--- config.mk ---
export PLATFORM = sky130hd
export DESIGN_NAME = rtc_bus_sequencer
export DESIGN_NICKNAME = d
export VERILOG_FILES = /design/src/rtl/rtc_bus_sequencer.sv
export SDC_FILE = /design/constraint.sdc
export NUM_CORES = 1
export LEC_CHECK = 0
export BUFFER_PORTS_ARGS = -buffer_cell sky130_fd_sc_hd__buf_2
export CAP_MARGIN = 10
export CORE_UTILIZATION = 35
export CTS_BUF_LIST = sky130_fd_sc_hd__clkbuf_8
export CTS_CLUSTER_DIAMETER = 80
export DETAILED_ROUTE_END_ITERATION = 10
export PLACE_DENSITY_LB_ADDON = 0.05
export SETUP_SLACK_MARGIN = 0.2
export SYNTH_ARGS = -nofsm -noshare
export SYNTH_HDL_FRONTEND = slang
export SYNTH_SLANG_ARGS = --single-unit
--- constraint.sdc ---
create_clock -name clk -period 3.9 [get_ports clk]
set_input_delay 0.39 -clock clk [delete_from_list [all_inputs] [get_ports clk]]
set_output_delay 0.39 -clock clk [all_outputs]
set_load 0.1 [all_outputs]
--- src/rtl/rtc_bus_sequencer.sv ---
// rtc_bus_sequencer: arbitrates write/read requests and sequences RTC
// multiplexed address/data bus cycles (address phase, data phase, idle gap).
//
// Ports:
//   clk, reset          clock and synchronous active-high reset
//   req_wr/wr_addr/wr_data   write request, held until done_wr
//   req_rd/rd_addr           read request, held until done_rd
//   ad_in               value read back from the AD bus
//   ad_out, ad_oe       AD bus drive value and output enable
//   mux_sel             0 = address channel, 1 = data channel
//   cs_n, rd_n, wr_n    RTC chip select and strobes (active-low)
//   a_d                 0 = address phase, 1 = data phase
//   rd_data             registered read result
//   done_wr, done_rd    one-cycle completion pulses (first GAP cycle)
//   busy                high whenever the sequencer is not idle
module rtc_bus_sequencer #(
    parameter int unsigned T_PH  = 4,
    parameter int unsigned T_GAP = 2
) (
    input  logic       clk,
    input  logic       reset,
    input  logic       req_wr,
    input  logic [7:0] wr_addr,
    input  logic [7:0] wr_data,
    input  logic       req_rd,
    input  logic [7:0] rd_addr,
    input  logic [7:0] ad_in,
    output logic [7:0] ad_out,
    output logic       ad_oe,
    output logic       mux_sel,
    output logic       cs_n,
    output logic       rd_n,
    output logic       wr_n,
    output logic       a_d,
    output logic [7:0] rd_data,
    output logic       done_wr,
    output logic       done_rd,
    output logic       busy
);

    localparam int unsigned CNT_W  = 8;
    localparam int unsigned DATA_W = 8;

    localparam logic [CNT_W-1:0] PH_LOAD  = CNT_W'(T_PH - 1);
    localparam logic [CNT_W-1:0] GAP_LOAD = CNT_W'(T_GAP - 1);

    typedef enum logic [2:0] {
        IDLE,
        ADDR_SETUP,
        ADDR_STROBE,
        ADDR_HOLD,
        DATA_SETUP,
        DATA_STROBE,
        DATA_HOLD,
        GAP
    } state_t;

    state_t             state, state_nx;
    logic [CNT_W-1:0]   cnt, cnt_nx;
    logic               op_rd, op_rd_nx;
    logic               last_rd, last_rd_nx;
    logic [DATA_W-1:0]  addr_q, addr_nx;
    logic [DATA_W-1:0]  data_q, data_nx;
    logic               done_wr_nx, done_rd_nx;
    logic               rd_load;

    // Next-state, arbitration and phase counter
    always_comb begin
        state_nx   = state;
        cnt_nx     = cnt;
        op_rd_nx   = op_rd;
        last_rd_nx = last_rd;
        addr_nx    = addr_q;
        data_nx    = data_q;
        done_wr_nx = 1'b0;
        done_rd_nx = 1'b0;
        rd_load    = 1'b0;

        case (state)
            IDLE: begin
                // Round-robin: on a tie the type not granted last wins
                if (req_wr && (!req_rd || last_rd)) begin
                    state_nx   = ADDR_SETUP;
                    cnt_nx     = PH_LOAD;
                    op_rd_nx   = 1'b0;
                    last_rd_nx = 1'b0;
                    addr_nx    = wr_addr;
                    data_nx    = wr_data;
                end else if (req_rd) begin
                    state_nx   = ADDR_SETUP;
                    cnt_nx     = PH_LOAD;
                    op_rd_nx   = 1'b1;
                    last_rd_nx = 1'b1;
                    addr_nx    = rd_addr;
                end
            end
            GAP: begin
                if (cnt == '0) begin
                    state_nx = IDLE;
                end else begin
                    cnt_nx = cnt - 8'd1;
                end
            end
            default: begin
                if (cnt == '0) begin
                    cnt_nx = PH_LOAD;
                    case (state)
                        ADDR_SETUP:  state_nx = ADDR_STROBE;
                        ADDR_STROBE: state_nx = ADDR_HOLD;
                        ADDR_HOLD:   state_nx = DATA_SETUP;
                        DATA_SETUP:  state_nx = DATA_STROBE;
                        DATA_STROBE: state_nx = DATA_HOLD;
                        default: begin
                            state_nx   = GAP;
                            cnt_nx     = GAP_LOAD;
                            done_wr_nx = !op_rd;
                            done_rd_nx = op_rd;
                        end
                    endcase
                    rd_load = (state == DATA_STROBE) && op_rd;
                end else begin
                    cnt_nx = cnt - 8'd1;
                end
            end
        endcase
    end

    // State register; outputs are registered from the upcoming state so
    // they line up with the state they belong to
    always_ff @(posedge clk) begin
        if (reset) begin
            state   <= IDLE;
            cnt     <= '0;
            op_rd   <= 1'b0;
            last_rd <= 1'b1;
            addr_q  <= '0;
            data_q  <= '0;
            rd_data <= '0;
            done_wr <= 1'b0;
            done_rd <= 1'b0;
            busy    <= 1'b0;
            cs_n    <= 1'b1;
            rd_n    <= 1'b1;
            wr_n    <= 1'b1;
            a_d     <= 1'b1;
            ad_oe   <= 1'b0;
            mux_sel <= 1'b0;
            ad_out  <= '0;
        end else begin
            state   <= state_nx;
            cnt     <= cnt_nx;
            op_rd   <= op_rd_nx;
            last_rd <= last_rd_nx;
            addr_q  <= addr_nx;
            data_q  <= data_nx;
            done_wr <= done_wr_nx;
            done_rd <= done_rd_nx;
            busy    <= (state_nx != IDLE);
            if (rd_load) begin
                rd_data <= ad_in;
            end

            cs_n    <= 1'b1;
            rd_n    <= 1'b1;
            wr_n    <= 1'b1;
            a_d     <= 1'b1;
            ad_oe   <= 1'b0;
            mux_sel <= 1'b0;
            ad_out  <= '0;

            case (state_nx)
                ADDR_SETUP, ADDR_STROBE, ADDR_HOLD: begin
                    cs_n    <= 1'b0;
                    a_d     <= 1'b0;
                    ad_oe   <= 1'b1;
                    ad_out  <= addr_nx;
                    wr_n    <= (state_nx != ADDR_STROBE);
                end
                DATA_SETUP, DATA_STROBE, DATA_HOLD: begin
                    cs_n    <= 1'b0;
                    mux_sel <= 1'b1;
                    if (op_rd_nx) begin
                        rd_n <= (state_nx != DATA_STROBE);
                    end else begin
                        ad_oe  <= 1'b1;
                        ad_out <= data_nx;
                        wr_n   <= (state_nx != DATA_STROBE);
                    end
                end
                default: begin
                end
            endcase
        end
    end

endmodule
# Word-level counts from Yosys, hierarchy flattened
# Cells that the tools add are included.
# totals
reg_bits	54
out_inout_bits	25
# classes
n_addsub	1
n_reduce_logical	18
eq_ne	16
n_bitwise	3
muxes	33
# op_table
op	n
two-way mux 8 bit	10
case mux 8 bit (2 select lines)	2
equality test 3 bit, second input constant	6
case mux 3 bit (5 select lines)	1
equality test 3 x 2 -> 1 bit, second input constant	4
two-way mux 1 bit	12
two-way mux 3 bit	4
OR reduction 3 bit	3
OR reduction 9 bit	1
zero test 8 bit	1
subtractor 8 x 1 -> 8 bit, second input constant	1
equality test 3 x 1 -> 1 bit, second input constant	2
inequality test 3 bit, second input constant	2
case mux 3 bit (2 select lines)	1
OR reduction 6 bit	1
OR reduction 5 bit	1
case mux 1 bit (2 select lines)	2
AND reduction 2 bit	2
zero test 3 bit	1
inequality test 3 x 2 -> 1 bit, second input constant	1
NOT 1 bit	3
nonzero test 3 bit	1
logical AND 1 bit	2
zero test 1 bit	2
other kinds (5)	5

# Longest topological paths before layout
# logic_depth
word_depth	9
depth_mapped	7
depth_no_buf	6

# Worst setup path after synthesis
# No wires, ideal clock.
# synth_path
kind	register to register
startpoint	reg cnt[0]
endpoint	reg ad_out[0]
required_time_ps	3767
stages_incl_launch_ff	7
setup_time_ps	133
slack_ps	2038
arrival_time_ps	1729
cell_sequence	dfxtp_1 > inv_1 > ha_1 > or3b_2 > or3_1 > nand3_2 > o32ai_1
# synth_between
elab_chain_len	6
# synth_lines
item	line_no	text
start, declared	59	logic [CNT_W-1:0] cnt, cnt_nx;
start signal, assigned	151	cnt <= cnt_nx;
zero test 8 bit (*)	98, 105	
two-way mux 3 bit, on equally long branches	105, 98	
case mux 3 bit (2 select lines) (*)	79	case (state)
equality test 3 bit, or another cell as far along	171	case (state_nx)
OR reduction 3 bit	171	
case mux 8 bit (2 select lines) (*)	171	
end signal, assigned	176	ad_out <= addr_nx;
end signal, assigned	186	ad_out <= data_nx;
end, declared	28	output logic [7:0] ad_out,
# Mark *: on every way between the ends. The rest lies on a longest branch, timed or not.
# A chain may end at the register's enable or synchronous reset.

# Worst setup path after layout
# layout_path
startpoint	reg cnt[0]
endpoint	reg ad_out[7]
# Same word-level chain as after synthesis.

==> out/summary.txt <==
via count of the routed design: 1975
dominant combinational cell family by area after synthesis: simple AND/OR/NAND/NOR gates
Cells on Worst Hold Path: 3
met1 WL: 2.55 mm
antenna violations before repair: 0
post-route minimum period: 2380 ps
Crit path largest cell delay: 600 ps
pin count of the biggest net entering global routing: 41
minimum setup slack among reg-to-reg paths: 1520 ps
die area: 6870 um^2
cell type of the slowest stage on the worst timing path: sky130_fd_sc_hd__o2111ai_2
largest cells by area after synthesis: sky130_fd_sc_hd__dfxtp_1, sky130_fd_sc_hd__mux2i_1, sky130_fd_sc_hd__nor2_1
final setup fails: 0
placed insts: 362
top cell type's share of synthesized area: 47.2%
Die Ht: 82.9 um
post-synthesis cell count: 237
share of cells above drive strength 1: 26.7%
root buffer cell: sky130_fd_sc_hd__clkbuf_8
number of design-rule violations left by the first detailed-router iteration: 71
primary flip-flop cell chosen by synthesis mapping: sky130_fd_sc_hd__dfxtp_1
starting density of the core: 36.2%
wire length of the first global-routing pass: 9.52 mm
capturing element type of the critical path: flip-flop
endpoint of the worst-slack reg-to-reg timing path: ad_out[7]
multiplexer fraction of the synthesized cell area: 7.00%
top achievable clock speed: 420 MHz
WL final: 5.53 mm
part of the Yosys area used for sequential elements: 47.2%
count of different cell masters after synthesis: 46
post-synthesis simple-gate area fraction: 23.0%
count of final hold-check violations: 0
clock buffers created by TritonCTS: 5
fraction of synthesis flops using an asynchronous set or reset pin: 0%
area growth from synthesis to final layout: 18.7%
CP Data Required Time: 4090 ps
Clock Pin Slew Worst Setup and Hold Paths: 100 ps
mean post-synth cell area: 9.66 um^2
global route total overflow: 0
instance area at placement: 2630 um^2
cell accounting for the most synthesized area: sky130_fd_sc_hd__dfxtp_1
number of input and output port buffers inserted: 60
post-detailed-route via-to-cell ratio: 5.35
cell row count: 29
Overall Power: 2.17 mW
Slew @ Worst Pin: 817 ps
PD cells: 799 nW/um^2
number of top-level design ports: 61
clock latency of the later-clocked register in the worst-skew pair: 310 ps
Worst slew margin: 45.2%
hold path startpoint: ad_in[0]
number of warning messages in the yosys log: 0
biggest fanout along the worst timing path: 9
post-synthesis cell area: 2290 um^2
standard cell core area: 6310 um^2
end point of the worst hold path: rd_data[0]
met2 layer wire length in the routed design: 2.62 mm
top cells by instance count after synthesis: sky130_fd_sc_hd__dfxtp_1, sky130_fd_sc_hd__nor2_1, sky130_fd_sc_hd__mux2i_1
final routed DRC violation total: 0
number of global-route vias before repair: 1915
# hold bufs at CTS: 0
cells on worst reg2reg path: 6
xor and xnor fraction of the mapped netlist area: 1.15%
share of the clock period used by the worst path after layout: 61.1%
Final Wtd Congestion: 0.745
CP cell instances: inv_1, ha_1, nor3b_1, nand2_1, o2111ai_2, o32ai_2
maximum root-to-sink buffer count: 2
Detail Route met3 WL: 278 um
Setup Fix Bufs, Post-CTS: 0
category of the most critical setup path: reg2reg
Final Max Tran Viols: 0
Max IR drop VDD: 0.348 mV
H-tree Lvls: 2
maxcap violations: 0
post-cts sizing count: 0
final cell count without fillers: 369
Final ANT Viol Nets: 0
topmost layer with routed signal wires: met4
synthesized-area fraction occupied by ao, oa, aoi and oai cells: 17.6%
final design area excluding fillers: 2720 um^2
chip width: 82.9 um
number of flip-flops and latches in the synthesized netlist: 54
worst min path class: in2reg
Initial DRT Pass Iterations: 4
TritonCTS clock tree: built
worst flop-to-flop path startpoint: cnt[0]
dpl hpwl: 3.74 mm
setup clock skew after layout: 6.15 ps
category of the worst setup path launch point: flip-flop
number of flops mapped to enable cells by yosys: 0
arrival time at the worst endpoint: 2570 ps
final layout net count: 330
result of the run: completed
post-synthesis adder-cell area fraction: 1.09%
Clock Sinks: 54
Lkg Pwr: 1.20 nW
global router's overall resource usage: 17.3%
number of nets in the synthesized netlist: 275
RSZ-0062 raised after global routing: no
setup total negative slack: 0 ps
most frequently used cell type in the post-synthesis netlist: sky130_fd_sc_hd__dfxtp_1
mean routed wirelength per cell: 15.0 um
Antenna diodes: 0
## registers in the layout, indices dropped and copies added, names as in the netlist
register / count
a_d: 1
ad_oe: 1
ad_out: 8
addr_q: 8
busy: 1
cnt: 8
cs_n: 1
data_q: 8
done_rd: 1
done_wr: 1
last_rd: 1
mux_sel: 1
op_rd: 1
rd_data: 8
rd_n: 1
state: 3
wr_n: 1
## cell families after synthesis
logic type	after synthesis
xor gates and xnor gates	3
muxes	16
buffers and inverters	16
adders and majority gates	2
AOI/OAI and AO/OA	53
DFF	54
and+or+nand+nor	93
## cell usage in the layout (no fill, tap or decap), types with 2 or more instances in the layout
cell and n:
sky130_fd_sc_hd__clkbuf_8 5, sky130_fd_sc_hd__inv_1 4, sky130_fd_sc_hd__or3_1 6, sky130_fd_sc_hd__nand3_1 5, sky130_fd_sc_hd__xor2_1 2, sky130_fd_sc_hd__nand2_1 9
sky130_fd_sc_hd__nor2_1 37, sky130_fd_sc_hd__nor3_2 3, sky130_fd_sc_hd__buf_2 60, sky130_fd_sc_hd__a21oi_1 13, sky130_fd_sc_hd__dfxtp_1 54, sky130_fd_sc_hd__and3_1 2
sky130_fd_sc_hd__o21ai_0 2, sky130_fd_sc_hd__ha_1 2, sky130_fd_sc_hd__nand4b_1 2, sky130_fd_sc_hd__nor3_1 3, sky130_fd_sc_hd__nor4_1 5, sky130_fd_sc_hd__nand2b_1 5
sky130_fd_sc_hd__nand3b_1 2, sky130_fd_sc_hd__mux2i_1 16, sky130_fd_sc_hd__o21bai_1 8, sky130_fd_sc_hd__o32ai_1 7, sky130_fd_sc_hd__clkinvlp_4 2, sky130_fd_sc_hd__or4_1 5
sky130_fd_sc_hd__o31ai_1 6, sky130_fd_sc_hd__o221ai_1 8
## worst max-delay path by stage
stage	start	endpoint
2_1_floorplan	cnt[0]	ad_out[0]
3_3_place_gp	cnt[0]	ad_out[6]
3_5_place_dp	cnt[0]	ad_out[7]
4_1_cts	cnt[0]	ad_out[7]
5_1_grt	cnt[0]	ad_out[5]
6_report	cnt[0]	ad_out[7]
## layout make-up
cell class	instances	area, um^2
fillers	668	3600
multi-input cells	167	1140
flip-flops and latches	54	1080
repair buffers	60	300
well taps	77	96.3
clock buffers	5	68.8
clock inverters	2	15.0
inverters	4	15.0
## metrics by stage
stage               utilization (%)  worst slack [ps]  hold WS (ps)
detailed placement             41.7              1530           480
CTS                            43.0              1510           294
finish                         43.0              1520           309
floorplan                         -              2040           456
global route                   43.0              1270           305
global placement               41.7              1500           470
## critical path: cells and delay by family (launching register included)
kind / cells / cell delay, ps
AOI/OAI and AO/OA: 2 / 770
buffers and inverters: 1 / 100
and+or+nand+nor: 2 / 850
DFF: 1 / 360
adders and majority gates: 1 / 180
## report_power, final
part / switching, mW / internal, mW / total (mW)
sequential: 0.0905 / 0.685 / 0.775
clock: 0.187 / 0.123 / 0.310
combinational: 0.762 / 0.323 / 1.09
total: 1.04 / 1.13 / 2.17
## layer usage
layer	GRT usage, %	vias up
met4	5.33	0
met5	0	-
li1	-	991
met3	4.47	9
met1	22.1	921
met2	28.5	54
Power figures use the tool's default switching activity.
